`src/rtl/i2s_tx.sv`:
```
// i2s_tx: 16-bit stereo I2S transmitter with a one-frame holding register.
// Frames go out MSB first, left then right, with the one-bclk I2S delay.
module i2s_tx #(
    parameter int BCLK_DIV = 4
) (
    input  logic        clk,
    input  logic        reset,
    input  logic [15:0] left_sample,
    input  logic [15:0] right_sample,
    input  logic        sample_valid,
    output logic        sample_ready,
    output logic        bclk,
    output logic        l_r_clk,
    output logic        sdata,
    output logic        underrun
);

    logic [7:0]  div_cnt;
    logic [4:0]  bit_cnt;
    logic [4:0]  bit_nxt;
    logic [31:0] shift;
    logic [15:0] hold_l;
    logic [15:0] hold_r;
    logic        hold_full;
    logic        wrap;
    logic        fall;
    logic        load;
    logic        xfer;

    assign wrap         = (div_cnt == 8'(BCLK_DIV - 1));
    assign fall         = wrap & bclk;
    assign load         = fall & (bit_cnt == 5'd0);
    assign xfer         = sample_valid & ~hold_full;
    assign bit_nxt      = bit_cnt + 5'd1;
    assign sample_ready = ~hold_full;
    assign sdata        = shift[31];

    // Clock divider: bclk toggles each time div_cnt wraps.
    always_ff @(posedge clk or negedge reset) begin
        if (!reset) begin
            div_cnt <= '0;
            bclk    <= 1'b0;
        end else if (wrap) begin
            div_cnt <= '0;
            bclk    <= ~bclk;
        end else begin
            div_cnt <= div_cnt + 8'd1;
        end
    end

    // Slot counter and word select, both advanced on bclk fall.
    always_ff @(posedge clk or negedge reset) begin
        if (!reset) begin
            bit_cnt <= '0;
            l_r_clk <= 1'b0;
        end else if (fall) begin
            bit_cnt <= bit_nxt;
            l_r_clk <= bit_nxt[4];
        end
    end

    // Serializer: reload the frame at slot 1, otherwise shift on fall.
    always_ff @(posedge clk or negedge reset) begin
        if (!reset) begin
            shift    <= '0;
            underrun <= 1'b0;
        end else begin
            underrun <= load & ~hold_full;
            if (load) begin
                shift <= {hold_l, hold_r};
            end else if (fall) begin
                shift <= {shift[30:0], 1'b0};
            end
        end
    end

    // Holding register: filled on handshake, emptied by a load.
    always_ff @(posedge clk or negedge reset) begin
        if (!reset) begin
            hold_l    <= '0;
            hold_r    <= '0;
            hold_full <= 1'b0;
        end else begin
            if (xfer) begin
                hold_l <= left_sample;
                hold_r <= right_sample;
            end
            hold_full <= xfer | (hold_full & ~load);
        end
    end

endmodule

```
`config.mk`:
```
export PLATFORM = sky130hd
export DESIGN_NAME = i2s_tx
export DESIGN_NICKNAME = d
export VERILOG_FILES = /design/src/rtl/i2s_tx.sv
export SDC_FILE = /design/constraint.sdc
export NUM_CORES = 1
export LEC_CHECK = 0
export BUFFER_PORTS_ARGS = -buffer_cell sky130_fd_sc_hd__buf_2
export CAP_MARGIN = 5
export CORE_AREA = 8 8 122 68
export DETAILED_ROUTE_END_ITERATION = 8
export DIE_AREA = 0 0 130 76
export GPL_ROUTABILITY_DRIVEN = 1
export MAX_ROUTING_LAYER = met4
export PLACE_DENSITY = 0.78
export REMOVE_ABC_BUFFERS = 1
export SLEW_MARGIN = 5
export SYNTH_ARGS = -nofsm -noshare
export SYNTH_HDL_FRONTEND = slang
export SYNTH_SLANG_ARGS = --single-unit
```
`constraint.sdc`:
```
create_clock -name clk -period 2.36 [get_ports clk]
set_input_delay 0.354 -clock clk [delete_from_list [all_inputs] [get_ports clk]]
set_output_delay 0.354 -clock clk [all_outputs]
set_load 0.02 [all_outputs]
```
==> reports/results.tsv, run 1 <==
stage	metric	value	unit
global_routing	global-route wire length before repair	10.2	mm
layout	layout cells sized above 1	0.442	
global_routing	GRT Overall Usage	0.138	
timing	final worst-path cycle share	0.943	
timing	Worst Max-Slew Pin Slew	622	ps
route	Routed WL per cell	16.0	um
die	Die H	76	um
synth	sequential share of the synthesized area	0.548	
timing	Final WS setup	135	ps
die	DIE AREA	9880	um^2
setup_path	Critical Path AT	2440	ps
synth	post-synthesis register bit count	80	
synth	Post-Syn Instances	233	
synth	Synth Flop Type	dfrtp_1	
cts	CTS sink cnt	80	
synth	leading area contributor after synthesis	dfrtp_1	
worst_hold_path	min-delay src	left_sample[4]	
die	row count	22	
layout	# diodes	0	
worst_hold_path	hold depth	2	
synth	Mapped Avg Cell Area	15.7	um^2
synth	share of the synthesized area in the top cell type	0.548	
synth	Synth top cells by count	dfrtp_1 (80), mux2_1 (35), mux2_2 (30), mux2_4 (30), xnor2_1 (10)	
synth	Unique masters post-synth	28	
cts	CTS Root Cell	clkbuf_16	
route	Final ANT Viol Nets	0	
synth	most common cell in the netlist	dfrtp_1	
pwr	Net Sw Frac	0.208	
setup_path	nature of the critical path endpoint	flop	
pwr	LEAKAGE	2.02	nW
timing	RSZ-0062 raised after global routing	false	
setup_path	Critical Path Source Type	flop	
place	# port buffers	39	
setup_path	crit-path max FO	31	
pwr	Logic pwr share	0.085	
synth	EDFF count, synth	0	
synth	Post-synth ARST share	1.00	
cts	CTS buffer count	9	
place	placed cell area	3940	um^2
timing	Setup violations, final	0	
setup_path	Reg2Reg Depth	4	
cts	H-tree levels	3	
cts	clk_lat worst skew	340	ps
timing	fmax	449	MHz
cts	Clock Path Buffers	2	
global_routing	vias in the first global route	2017	
cts	CTS tree	done	
setup_path	WP data required	2570	ps
global_routing	pin count of the biggest net entering global routing	44	
setup_path	crit path kind	reg2reg	
run	max-cap violations	0	
place	dpl ws	150	ps
timing	min Tclk post-route	2230	ps
die	initial core utilization	0.538	
die	DIE WIDTH	130	um
route	DRC	0	
synth	largest cells by area after synthesis	dfrtp_1 (55%), mux2_4 (12%), mux2_1 (11%)	
synth	synth warn	0	
timing	clock skew	6.57	ps
worst_hold_path	worst hold endpoint	hold_l[4]	
route	drt pass-1 iters	4	
timing	max-slew violation count	0	
global_routing	grt ovf	0	
route	Via density	5.12	
pwr	Clock power frac	0.424	
die	io pins	40	
worst_hold_path	Worst Hold Class	in2reg	
route	via count	1942	
outcome	outcome	finished, final reports clean	
layout	post-route cell area	4250	um^2
pwr	Power per Cell Area	767	nW/um^2
pwr	Peak supply drop	0.460	mV
global_routing	initial antenna violation count	0	
layout	area grow syn2layout	16.2	%
setup_path	Reg-to-Reg Start	div_cnt[0]	
place	GPL Wtd Cong	0.805	
die	Core ar.	6800	um^2
cts	Worst-path clk slew	50	ps
place	DP Wirelength	4.10	mm
synth	synthesized area	3650	um^2
setup_path	reg2reg setup slack	130	ps
pwr	Int Pwr	2.58	mW
setup_path	Setup crit start	div_cnt[0]	
layout	fin nets	316	
route	Initial DRC Count	80	
cts	Post-CTS Setup Bufs	0	
pwr	Sw Pwr	0.676	mW
pwr	sequential power share	0.490	
setup_path	Reg-to-Reg End	shift[9]	
timing	Hold Violations, Final	0	
route	Total Wirelength	6.05	mm
timing	Rel. slew slack	0.585	
## layout by cell type, fill, tap and decap left out, types with 4 or more instances in the layout
cell type	n
clkbuf_16	9
nand3_1	5
mux2_2	30
nand2_1	5
buf_2	38
mux2_1	35
inv_1	4
xnor2_1	10
dfrtp_1	80
mux2_4	30
buf_4	4
## cells by family (layout without fill, tap and decap cells)
kind of cell / count (synthesis) / in the layout / synth area share
compound gates: 3 / 3 / 0.00514
mux: 96 / 96 / 0.326
xor+xnor: 11 / 11 / 0.0264
buf+inv: 14 / 64 / 0.0277
flops: 80 / 80 / 0.548
fa+ha+maj: 3 / 3 / 0.0103
simple gates: 26 / 26 / 0.0565
## layer usage
layer	share of wire	global-route usage
met5	0	-
met1	0.51	0.182
met3	0.064	0.0754
met4	0.0093	0.0380
met2	0.42	0.177
## worst max-delay path, cell delays in order, from the launching register on
cell,delay [ps]
dfrtp_1,380
ha_1,230
nor3b_2,420
nand3_4,540
mux2_1,510
## layout make-up
class	instances	area, um^2
Timing Repair Buffer	44	250
Clock inverter	3	40.0
Tap cell	96	120
Inverter	4	15.0
Multi-Input combinational cell	139	1560
Fill cell	526	2550
Sequential cell	80	2000
Clock buffer	13	260
## stage by stage
| step | utilization | power (mW) | TNS [ps] | cells | hold WS [ps] |
|---|---|---|---|---|---|
| 2_1_floorplan | - | 1.79 | -6100 | 223 | 58.4 |
| 3_3_place_gp | 0.579 | 1.88 | 0 | 362 | 351 |
| 3_5_place_dp | 0.579 | 1.90 | 0 | 362 | 355 |
| 4_1_cts | 0.625 | 3.30 | 0 | 379 | 228 |
| 5_1_grt | 0.625 | 3.40 | 0 | 379 | 231 |
| 6_report | 0.625 | 3.26 | 0 | 379 | 241 |
## repair_timing
item | CTS | global route
hold buffers | 1 | 0
endpoints found under the hold margin | 37 | 0
resized for setup | 0 | 0
## worst max-delay path by stage
stage / end / depth (start not counted) / slack, ps
detailed placement: shift[9] / 4 / 150
global route: shift[9] / 4 / 9
CTS: shift[9] / 4 / 140
floorplan: shift[9] / 5 / -170
finish: shift[9] / 4 / 130
global placement: shift[9] / 4 / 250
## registers in the layout, summed over array words and instances (netlist names)
signal,count
div_cnt,8
hold_full,1
underrun,1
hold_l,16
shift,32
bit_cnt,4
l_r_clk,1
bclk,1
hold_r,16
## power groups by stage
stage / registers (mW) / clock network [mW] / logic (mW)
6_report: 1.60 / 1.38 / 0.278
5_1_grt: 1.61 / 1.48 / 0.307
4_1_cts: 1.60 / 1.42 / 0.284
3_5_place_dp: 1.62 / 0 / 0.279
3_3_place_gp: 1.62 / 0 / 0.268
2_1_floorplan: 1.59 / 0 / 0.196
(Power assumes the default switching activity.)
==> run 2, diff against run 1 <==
--- a/config.mk
+++ b/config.mk
@@ -7,12 +7,13 @@
 export LEC_CHECK = 0
 export BUFFER_PORTS_ARGS = -buffer_cell sky130_fd_sc_hd__buf_2
 export CAP_MARGIN = 5
-export CORE_AREA = 8 8 122 68
+export CORE_AREA = 8 8 120 67
+export CTS_BUF_LIST = sky130_fd_sc_hd__clkbuf_8
 export DETAILED_ROUTE_END_ITERATION = 8
-export DIE_AREA = 0 0 130 76
+export DIE_AREA = 0 0 128 75
 export GPL_ROUTABILITY_DRIVEN = 1
 export MAX_ROUTING_LAYER = met4
-export PLACE_DENSITY = 0.78
+export PLACE_DENSITY = 0.8
 export REMOVE_ABC_BUFFERS = 1
 export SLEW_MARGIN = 5
 export SYNTH_ARGS = -nofsm -noshare
==> run 2 against run 1 <==
The flow now finishes with violations (negative hold slack). Register-to-register slack gained 270 ps. Cell count shrank 0.79%. Wire length grew 1.9%. Combinational power shrank 1%. Clock power shrank 38%. Total power shrank 16%. Critical path depth grew 2. Utilization grew 2.4 points. Setup slack gained 270 ps. Critical path type unchanged. Largest power group unchanged. Highest routed layer unchanged.
==> reports/results.tsv, run 2 (synthesis gave the netlist of run 1 again) <==
stage	metric	value	unit
setup_path	WP data required	2610	ps
place	DP Wirelength	4.40	mm
outcome	outcome	complete, but fails checks	
timing	fmax	511	MHz
place	GPL Wtd Cong	0.791	
route	via count	1945	
global_routing	pin count of the biggest net entering global routing	49	
layout	most frequent cells in the layout	dfrtp_1 (80), buf_2 (38), mux2_1 (35), mux2_4 (30), mux2_2 (30)	
pwr	LEAKAGE	1.98	nW
route	Initial DRC Count	86	
layout	final core occ	0.649	
global_routing	routing usage on met1	0.193	
setup_path	cell breakdown of the critical path	inv_1 -> ha_1 -> nor4b_4 -> buf_12 -> mux2_1 -> mux2_4	
cts	clk_lat worst skew	360	ps
cts	Post-CTS Setup Bufs	0	
timing	max-slew violation count	0	
timing	RSZ-0062 raised after global routing	false	
pwr	total power	2.73	mW
cts	CTS Root Cell	clkbuf_8	
cts	CTS tree	done	
die	Die H	75	um
layout	Largest register FFs	32	
timing	Setup violations, final	0	
cts	Worst-path clk slew	70	ps
die	DIE AREA	9600	um^2
global_routing	vias in the first global route	2053	
die	Core ar.	6360	um^2
setup_path	crit path buf inv count	2	
layout	# diodes	0	
setup_path	worst stage delay on the critical path	430	ps
die	DIE WIDTH	128	um
place	# port buffers	39	
cts	CTS Hold Bufs	0	
layout	commonest non-fill, non-tap cell in the layout	dfrtp_1	
pwr	Power per Cell Area	661	nW/um^2
setup_path	Reg2Reg Depth	6	
cts	post-CTS sizing	0	
global_routing	initial antenna violation count	0	
route	Total Wirelength	6.17	mm
cts	CTS buffer count	9	
setup_path	Critical Path Source Type	flop	
global_routing	GRT Overall Usage	0.148	
layout	fin nets	317	
worst_hold_path	Worst Hold Class	in2async	
die	row count	21	
setup_path	crit-path max FO	34	
die	io pins	40	
timing	Worst Max-Slew Pin Slew	595	ps
setup_path	Reg-to-Reg End	shift[1]	
timing	final worst-path cycle share	0.830	
layout	fin cells	376	
layout	biggest regs	shift (32), hold_l (16), hold_r (16)	
route	drt pass-1 iters	4	
die	initial core utilization	0.575	
setup_path	CP max-delay cell	dfrtp_1	
global_routing	grt met2 use	0.198	
global_routing	met3 Resource Use GR	0.0551	
timing	Fin Setup TNS	0	ps
global_routing	busiest grt layer	met2	
route	DRC	0	
timing	min Tclk post-route	1960	ps
route	Routed WL per cell	16.4	um
run	max-cap violations	0	
setup_path	reg2reg setup slack	400	ps
layout	Largest Register	shift	
setup_path	delay-heaviest family, CP	multiplexers	
route	Final ANT Viol Nets	0	
setup_path	crit path kind	reg2reg	
outcome	failing checks	negative hold slack	
timing	clock skew	7.88	ps
global_routing	global-route wire length before repair	10.3	mm
route	Via density	5.17	
timing	Hold Violations, Final	1	
cts	CTS sink cnt	80	
timing	WHS	-0.0258	ps
global_routing	grt ovf	0	
cts	H-tree levels	3	
timing	Rel. slew slack	0.603	
place	Placed Cells	360	
setup_path	Critical Path AT	2200	ps
cts	Clock Path Buffers	2	
pwr	Peak supply drop	0.267	mV
setup_path	Reg-to-Reg Start	bit_cnt[0]	
setup_path	nature of the critical path endpoint	flop	
layout	layout cells sized above 1	0.447	
layout	area grow syn2layout	12.8	%
[run 2: changes by cell type in the layout (fill, tap and decap cells not counted), sizes merged]
cell,delta
inv,+2
clkinv,+2
dlygate4sd3,-1
buf,+2
clkbuf,-3
bufinv,-1
[run 2: worst max-delay path by stage]
stage / start / end / slack (ps) / cells past startpoint
after global routing: bit_cnt[0] / shift[1] / 300 / 6
final: bit_cnt[0] / shift[1] / 400 / 6
after CTS: bit_cnt[0] / shift[1] / 400 / 6
after global placement: bit_cnt[0] / shift[1] / 430 / 6
after detailed placement: bit_cnt[0] / shift[1] / 420 / 6
after floorplan: bit_cnt[0] / shift[9] / -170 / 5
[run 2: per-stage QoR]
step                worst slack (ps)  instance area, um^2
floorplan                       -171                 3570
global placement                 430                 3960
detailed placement               422                 3960
CTS                              401                 4120
global route                     301                 4120
finish                           401                 4120
[run 2: per-layer routing]
| metal | part of all wire | up-vias |
|---|---|---|
| met5 | 0 | - |
| met4 | 0.020 | 0 |
| met3 | 0.054 | 11 |
| met2 | 0.41 | 44 |
| met1 | 0.51 | 965 |
| li1 | - | 925 |
[run 2: where the power goes]
| group | internal, mW | switching [mW] |
|---|---|---|
| clock network | 0.395 | 0.463 |
| logic | 0.187 | 0.0869 |
| registers | 1.52 | 0.0787 |
[run 2: final cells by class]
cell class | count | area [um^2]
inverter | 4 | 15.0
tap | 92 | 115
timing repair buffer | 45 | 268
sequential | 80 | 2000
clock buffer | 10 | 138
clock inverter | 6 | 27.5
fill | 479 | 2230
multi-input combinational | 139 | 1560
